**config.mk**
```make
export PLATFORM = sky130hd
export DESIGN_NAME = fp_addsub_seq
export DESIGN_NICKNAME = d
export VERILOG_FILES = /design/src/rtl/fp_addsub_seq.sv
export SDC_FILE = /design/constraint.sdc
export NUM_CORES = 1
export LEC_CHECK = 0
export CAP_MARGIN = 20
export CORE_UTILIZATION = 25
export DETAILED_ROUTE_END_ITERATION = 16
export GPL_TIMING_DRIVEN = 0
export PLACE_DENSITY = 0.39
export SLEW_MARGIN = 20
export SYNTH_ARGS = -nofsm -noshare
export SYNTH_HDL_FRONTEND = slang
export SYNTH_SLANG_ARGS = --single-unit
export TNS_END_PERCENT = 20
```
**constraint.sdc**
```tcl
create_clock -name clk -period 5.8 [get_ports clk]
set_input_delay 1.16 -clock clk [delete_from_list [all_inputs] [get_ports clk]]
set_output_delay 1.16 -clock clk [all_outputs]
set_load 0.05 [all_outputs]
```
**src/rtl/fp_addsub_seq.sv**
```systemverilog
`default_nettype none
// ============================================================================
// Module   : fp_addsub_seq
// Brief    : Multi-cycle sign/exponent/mantissa FP adder-subtractor with
//            shift-per-cycle alignment/normalisation and valid/ready handshakes.
// Revision : 1.0
// ============================================================================
module fp_addsub_seq #(
    parameter int EXP_W = 8,
    parameter int MAN_W = 24
) (
    input  logic             clk,
    input  logic             rst,
    input  logic             in_valid,
    output logic             in_ready,
    input  logic             in_op,
    input  logic             in_s_a,
    input  logic             in_s_b,
    input  logic [EXP_W-1:0] in_exp_a,
    input  logic [EXP_W-1:0] in_exp_b,
    input  logic [MAN_W-1:0] in_man_a,
    input  logic [MAN_W-1:0] in_man_b,
    output logic             out_valid,
    input  logic             out_ready,
    output logic             out_s,
    output logic [EXP_W-1:0] out_exp,
    output logic [MAN_W-1:0] out_man,
    output logic             out_ovf,
    output logic             out_unf
);

    localparam logic [EXP_W-1:0] c_exp_max  = '1;
    localparam logic [EXP_W-1:0] c_exp_one  = EXP_W'(1);
    localparam logic [MAN_W-1:0] c_man_max  = '1;

    typedef enum logic [2:0] {
        S_IDLE    = 3'd0,
        S_ALIGN   = 3'd1,
        S_COMPUTE = 3'd2,
        S_NORM    = 3'd3,
        S_DONE    = 3'd4
    } state_t;

    state_t             r_state;
    logic               r_s_a;
    logic               r_s_b;      // effective sign of B (operator folded in)
    logic [EXP_W-1:0]   r_exp_a;
    logic [EXP_W-1:0]   r_exp_b;
    logic [MAN_W-1:0]   r_man_a;
    logic [MAN_W-1:0]   r_man_b;
    logic               r_s_r;
    logic [EXP_W-1:0]   r_exp_r;
    logic [MAN_W-1:0]   r_man_r;
    logic               r_carry;

    logic [MAN_W:0]     w_sum;
    logic               w_same_sign;
    logic               w_a_ge_b;
    logic [MAN_W-1:0]   w_man_c;
    logic               w_carry_c;
    logic               w_sign_c;

    assign in_ready = (r_state == S_IDLE);

    // Mantissa combine for the COMPUTE cycle; the larger magnitude sets the sign.
    always_comb begin
        w_sum       = {1'b0, r_man_a} + {1'b0, r_man_b};
        w_same_sign = (r_s_a == r_s_b);
        w_a_ge_b    = (r_man_a >= r_man_b);
        w_man_c     = '0;
        w_carry_c   = 1'b0;
        w_sign_c    = r_s_a;
        if (w_same_sign) begin
            w_man_c   = w_sum[MAN_W-1:0];
            w_carry_c = w_sum[MAN_W];
        end else if (w_a_ge_b) begin
            w_man_c   = r_man_a - r_man_b;
        end else begin
            w_man_c   = r_man_b - r_man_a;
            w_sign_c  = r_s_b;
        end
    end

    always_ff @(posedge clk or negedge rst) begin
        if (!rst) begin
            r_state   <= S_IDLE;
            r_s_a     <= 1'b0;
            r_s_b     <= 1'b0;
            r_exp_a   <= '0;
            r_exp_b   <= '0;
            r_man_a   <= '0;
            r_man_b   <= '0;
            r_s_r     <= 1'b0;
            r_exp_r   <= '0;
            r_man_r   <= '0;
            r_carry   <= 1'b0;
            out_valid <= 1'b0;
            out_s     <= 1'b0;
            out_exp   <= '0;
            out_man   <= '0;
            out_ovf   <= 1'b0;
            out_unf   <= 1'b0;
        end else begin
            case (r_state)
                S_IDLE: begin
                    if (in_valid) begin
                        r_s_a   <= in_s_a;
                        r_s_b   <= in_s_b ^ in_op;
                        r_exp_a <= in_exp_a;
                        r_exp_b <= in_exp_b;
                        r_man_a <= in_man_a;
                        r_man_b <= in_man_b;
                        r_state <= S_ALIGN;
                    end
                end

                // One alignment shift per cycle; a shifted-out operand becomes
                // zero and the other operand is passed through untouched.
                S_ALIGN: begin
                    if (r_man_a == '0) begin
                        out_s     <= r_s_b;
                        out_exp   <= r_exp_b;
                        out_man   <= r_man_b;
                        out_valid <= 1'b1;
                        r_state   <= S_DONE;
                    end else if (r_man_b == '0) begin
                        out_s     <= r_s_a;
                        out_exp   <= r_exp_a;
                        out_man   <= r_man_a;
                        out_valid <= 1'b1;
                        r_state   <= S_DONE;
                    end else if (r_exp_a < r_exp_b) begin
                        r_man_a   <= r_man_a >> 1;
                        r_exp_a   <= r_exp_a + c_exp_one;
                    end else if (r_exp_a > r_exp_b) begin
                        r_man_b   <= r_man_b >> 1;
                        r_exp_b   <= r_exp_b + c_exp_one;
                    end else begin
                        r_state   <= S_COMPUTE;
                    end
                end

                S_COMPUTE: begin
                    r_exp_r <= r_exp_a;
                    r_man_r <= w_man_c;
                    r_carry <= w_carry_c;
                    r_s_r   <= w_sign_c;
                    if (w_man_c == '0 && !w_carry_c) begin
                        out_s     <= 1'b0;
                        out_exp   <= '0;
                        out_man   <= '0;
                        out_valid <= 1'b1;
                        r_state   <= S_DONE;
                    end else begin
                        r_state   <= S_NORM;
                    end
                end

                S_NORM: begin
                    if (r_carry && r_exp_r == c_exp_max) begin
                        out_s     <= r_s_r;
                        out_exp   <= c_exp_max;
                        out_man   <= c_man_max;
                        out_ovf   <= 1'b1;
                        out_valid <= 1'b1;
                        r_state   <= S_DONE;
                    end else if (r_carry) begin
                        r_man_r   <= {1'b1, r_man_r[MAN_W-1:1]};
                        r_exp_r   <= r_exp_r + c_exp_one;
                        r_carry   <= 1'b0;
                    end else if (!r_man_r[MAN_W-1] && r_exp_r == '0) begin
                        out_s     <= 1'b0;
                        out_exp   <= '0;
                        out_man   <= '0;
                        out_unf   <= 1'b1;
                        out_valid <= 1'b1;
                        r_state   <= S_DONE;
                    end else if (!r_man_r[MAN_W-1]) begin
                        r_man_r   <= {r_man_r[MAN_W-2:0], 1'b0};
                        r_exp_r   <= r_exp_r - c_exp_one;
                    end else begin
                        out_s     <= r_s_r;
                        out_exp   <= r_exp_r;
                        out_man   <= r_man_r;
                        out_valid <= 1'b1;
                        r_state   <= S_DONE;
                    end
                end

                S_DONE: begin
                    if (out_ready) begin
                        out_valid <= 1'b0;
                        out_ovf   <= 1'b0;
                        out_unf   <= 1'b0;
                        r_state   <= S_IDLE;
                    end
                end

                default: begin
                    r_state <= S_IDLE;
                end
            endcase
        end
    end

endmodule
`default_nettype wire

```
==> flow_metrics.py, run 1 <==
metrics = {
    "timing": {
        "fin_hold_ws_ps": 492,
        "worst_slew_pin_slew_ps": 1130,
        "final_hold_viol_count": 0,
        "clock_skew_ps": 28.6,
        "fin_crit_ps": 5670,
        "period_share_pct": 97.8,
        "tns_ps": 0,
        "max_freq_mhz": 176,
        "setup_viol": 0,
        "maxSlewHeadroom_pct": 23.3,
        "rsz0062_at_grt": "no",
        "drv_slew": 0,
    },
    "setup_path": {
        "worst-path-buf-inv": 5,
        "cp-end-kind": "flop",
        "path_delay_family": "compound AO/OA/AOI/OAI gates",
        "cp.arrival_ps": 6020,
        "worstPathMaxFanout": 10,
        "critPathSlowestCell": "dfrtp_1",
        "r2r_start": "r_man_a[4]",
        "critPathMaxStageDelay_ps": 710,
        "cp.required_ps": 6150,
        "worstPathCellList": "inv_1, ha_1, clkbuf_1, nor2_1, o211ai_1, a211oi_1, nor2_1, a221oi_1, o21ai_0, a21oi_1, xnor2_1, or4b_1, buf_2, or3_1, buf_2, buf_6, a31o_1",
        "cp-start-kind": "flop",
        "worstSetupPathType": "reg2reg",
        "critical_path.startpoint": "r_man_a[4]",
    },
    "cells_and_area": {
        "areaGrowthSynthToFinish_pct": 21.1,
        "nets": 1979,
        "diodes": 0,
        "regArea_sq_um": 3490,
        "drive_gt1_share_pct": 5.25,
        "nFillCells": 5643,
        "multi_input_area_sq_um": 8360,
    },
    "drt": {
        "routed_via_density": 5.61,
        "drt_iter0_drc": 1197,
        "ant_nets": 0,
        "wl_per_cell_um": 24.3,
        "totalWireLength_mm": 60.8,
        "num_vias": 14000,
        "dr.pass1.iters": 7,
        "route.detailed.drc": 0,
    },
    "clock_tree": {
        "root_buffer": "clkbuf_16",
        "clk_pin_slew_ps": 60,
        "cts_max_level": 4,
        "clockBufferDepth": 2,
        "cts_buffers": 17,
        "clk_latency_ps": 470,
        "cts_tree": "built",
        "cts.sinks": 139,
    },
    "synthesis": {
        "synth_top_area_share_pct": 27.5,
        "syn-instance-count": 1687,
        "async_reset_ff_share_pct": 100,
        "synth_cell_types": 76,
        "synth-warning-count": 0,
        "synth.largest_area_cell": "dfrtp_1",
        "syn-cell-area_sq_um": 12600,
        "synthTopCellsByArea": "dfrtp_1 28%, ha_1 8.6%, a21oi_1 7.7%",
        "yosysSeqAreaShare_pct": 27.5,
        "synth_commonest_cells": "194 x a21oi_1, 189 x nand2_1, 142 x nor2_1",
        "synth_ff_type": "dfrtp_1",
        "synth_fp_nets": 1849,
        "synthMostInstantiatedCell": "a21oi_1",
        "synth_edf_count": 0,
        "synth.ff_latch_count": 139,
        "avgSynthCellArea_sq_um": 7.50,
    },
    "run": {
        "drv_cap": 0,
    },
    "die": {
        "die_w_um": 227,
        "std_cell_rows": 82,
        "chipHeight_um": 227,
        "dieArea_sq_um": 51500,
        "ioPinCount": 108,
        "initial_utilization_pct": 25.3,
        "coreArea_sq_um": 50100,
    },
    "global_routing": {
        "grt_overflow": 0,
        "grt_max_degree": 72,
        "grt_pass1_vias": 13800,
        "antenna_found_initial": 0,
        "track_usage_pct": 23.9,
        "grt_pass1_wl_mm": 90.7,
    },
    "worst_hold_path": {
        "hold_path_startpoint": "out_unf",
        "hp-class": "reg2reg",
    },
    "outcome": {
        "status": "complete, no violations",
    },
    "place": {
        "place_congestion": 0.984,
        "portBuffers": 107,
        "hpwl_mm": 47.3,
    },
}
[cell type report]
cell class / instances / area share [%]
Multi-Input combinational cell: 1329 / 54.6
Sequential cell: 139 / 22.8
Timing Repair Buffer: 111 / 7.36
Tap cell: 672 / 5.49
Buffer: 131 / 3.63
Clock buffer: 22 / 3.10
Inverter: 88 / 2.16
Clock inverter: 9 / 0.891
[worst reg2reg max path, stage by stage (launching register included)]
cell      delay [ps]
dfrtp_1          710
inv_1            100
ha_1             350
clkbuf_1         260
nor2_1           220
o211ai_1         270
a211oi_1         600
nor2_1           140
a221oi_1         560
o21ai_0          180
a21oi_1          240
xnor2_1          190
or4b_1           600
buf_2            210
or3_1            370
buf_2            200
buf_6            170
a31o_1           200
[cell families after synthesis]
family                     count (synthesis)  share of synthesized area, %
AOI/OAI and AO/OA                        622                          31.3
xor gates and xnor gates                  17                          1.18
adders and majority gates                 91                          9.24
buffers and inverters                    219                          6.99
DFF                                      139                          27.5
muxes                                     39                          3.11
and+or+nand+nor                          560                          20.7
[sequential cells by signal, summed over array words and instances, names as in the netlist]
register	cells
r_state	3
r_s_b	1
out_unf	1
r_man_r	24
r_man_b	24
r_s_a	1
out_valid	1
out_s	1
r_exp_a	8
out_exp	8
r_man_a	24
r_s_r	1
out_ovf	1
out_man	24
r_exp_r	8
r_exp_b	8
r_carry	1
[layer usage]
metal / wire length [um] / part of all wire [%] / vias to the layer above / global-route usage (%)
met4: 1420 / 2.3 / 0 / 6.76
met5: 0 / 0 / - / 0
met1: 28500 / 47 / 6979 / 33.0
met3: 3520 / 5.8 / 72 / 4.29
li1: - / - / 6486 / -
met2: 27400 / 45 / 499 / 37.9
[path summary, 6_finish.rpt]
path / to / slack, ps / depth (start not counted)
worst max-delay path: out_exp[6] / 130 / 17
worst max register to register: out_exp[6] / 130 / 17
worst min register to register: out_unf / 490 / 1
min in group asynchronous: out_man[1] / 680 / 1
worst min-delay path: out_unf / 490 / 1
max in group asynchronous: r_man_b[7] / 4240 / 2
[metrics by stage]
step / worst slack, ps / instances / utilization (%) / area (sq um)
5_1_grt: 12.8 / 2501 / 30.6 / 15300
3_3_place_gp: -2820 / 2466 / 29.1 / 14600
6_report: 130 / 2501 / 30.6 / 15300
4_1_cts: 20.9 / 2498 / 30.4 / 15200
2_1_floorplan: 1590 / 1687 / - / 12600
3_5_place_dp: -307 / 2467 / 29.2 / 14600
[cell usage in the layout (no fill, tap or decap), types with 15 or more instances in the layout]
cell             instances
a211oi_1                25
a21o_1                  32
a21oi_1                192
a221o_1                 17
a221oi_1                20
a31oi_1                 44
buf_2                   16
clkbuf_1                99
clkbuf_16               17
clkdlybuf4s50_1        106
dfrtp_1                132
ha_1                    87
inv_1                   88
mux2i_1                 37
nand2_1                188
nand3_1                 45
nand4_1                 54
nor2_1                 142
nor3_1                  38
nor4_1                  20
o211ai_1                16
o21ai_0                136
o21bai_1                15
o22ai_1                 18
[timing repair]
item | CTS | global route
resized for setup | 3 | 19
hold buffers | 0 | 0
hold endpoints to repair | 0 | 0
buffers inserted | 0 | 3
setup endpoints to repair | 36 | 37
pin swaps | 0 | 1
Power of run 1 is left out: the tool's default activity adds up to more than one toggle a clock period on the data nets, which glitch-free logic cannot reach.
==> run 2, diff against run 1 <==
==> constraint.sdc (replaced) <==
create_clock -name clk -period 5.8 [get_ports clk]
set_input_delay 1.16 -clock clk [delete_from_list [all_inputs] [get_ports clk]]
set_output_delay 1.16 -clock clk [all_outputs]
set_load 0.005 [all_outputs]
==> results of run 2 <==
Same layout as run 1: the final DEF is identical, and so are final timing and power.
Power of run 2 is left out for the same reason.
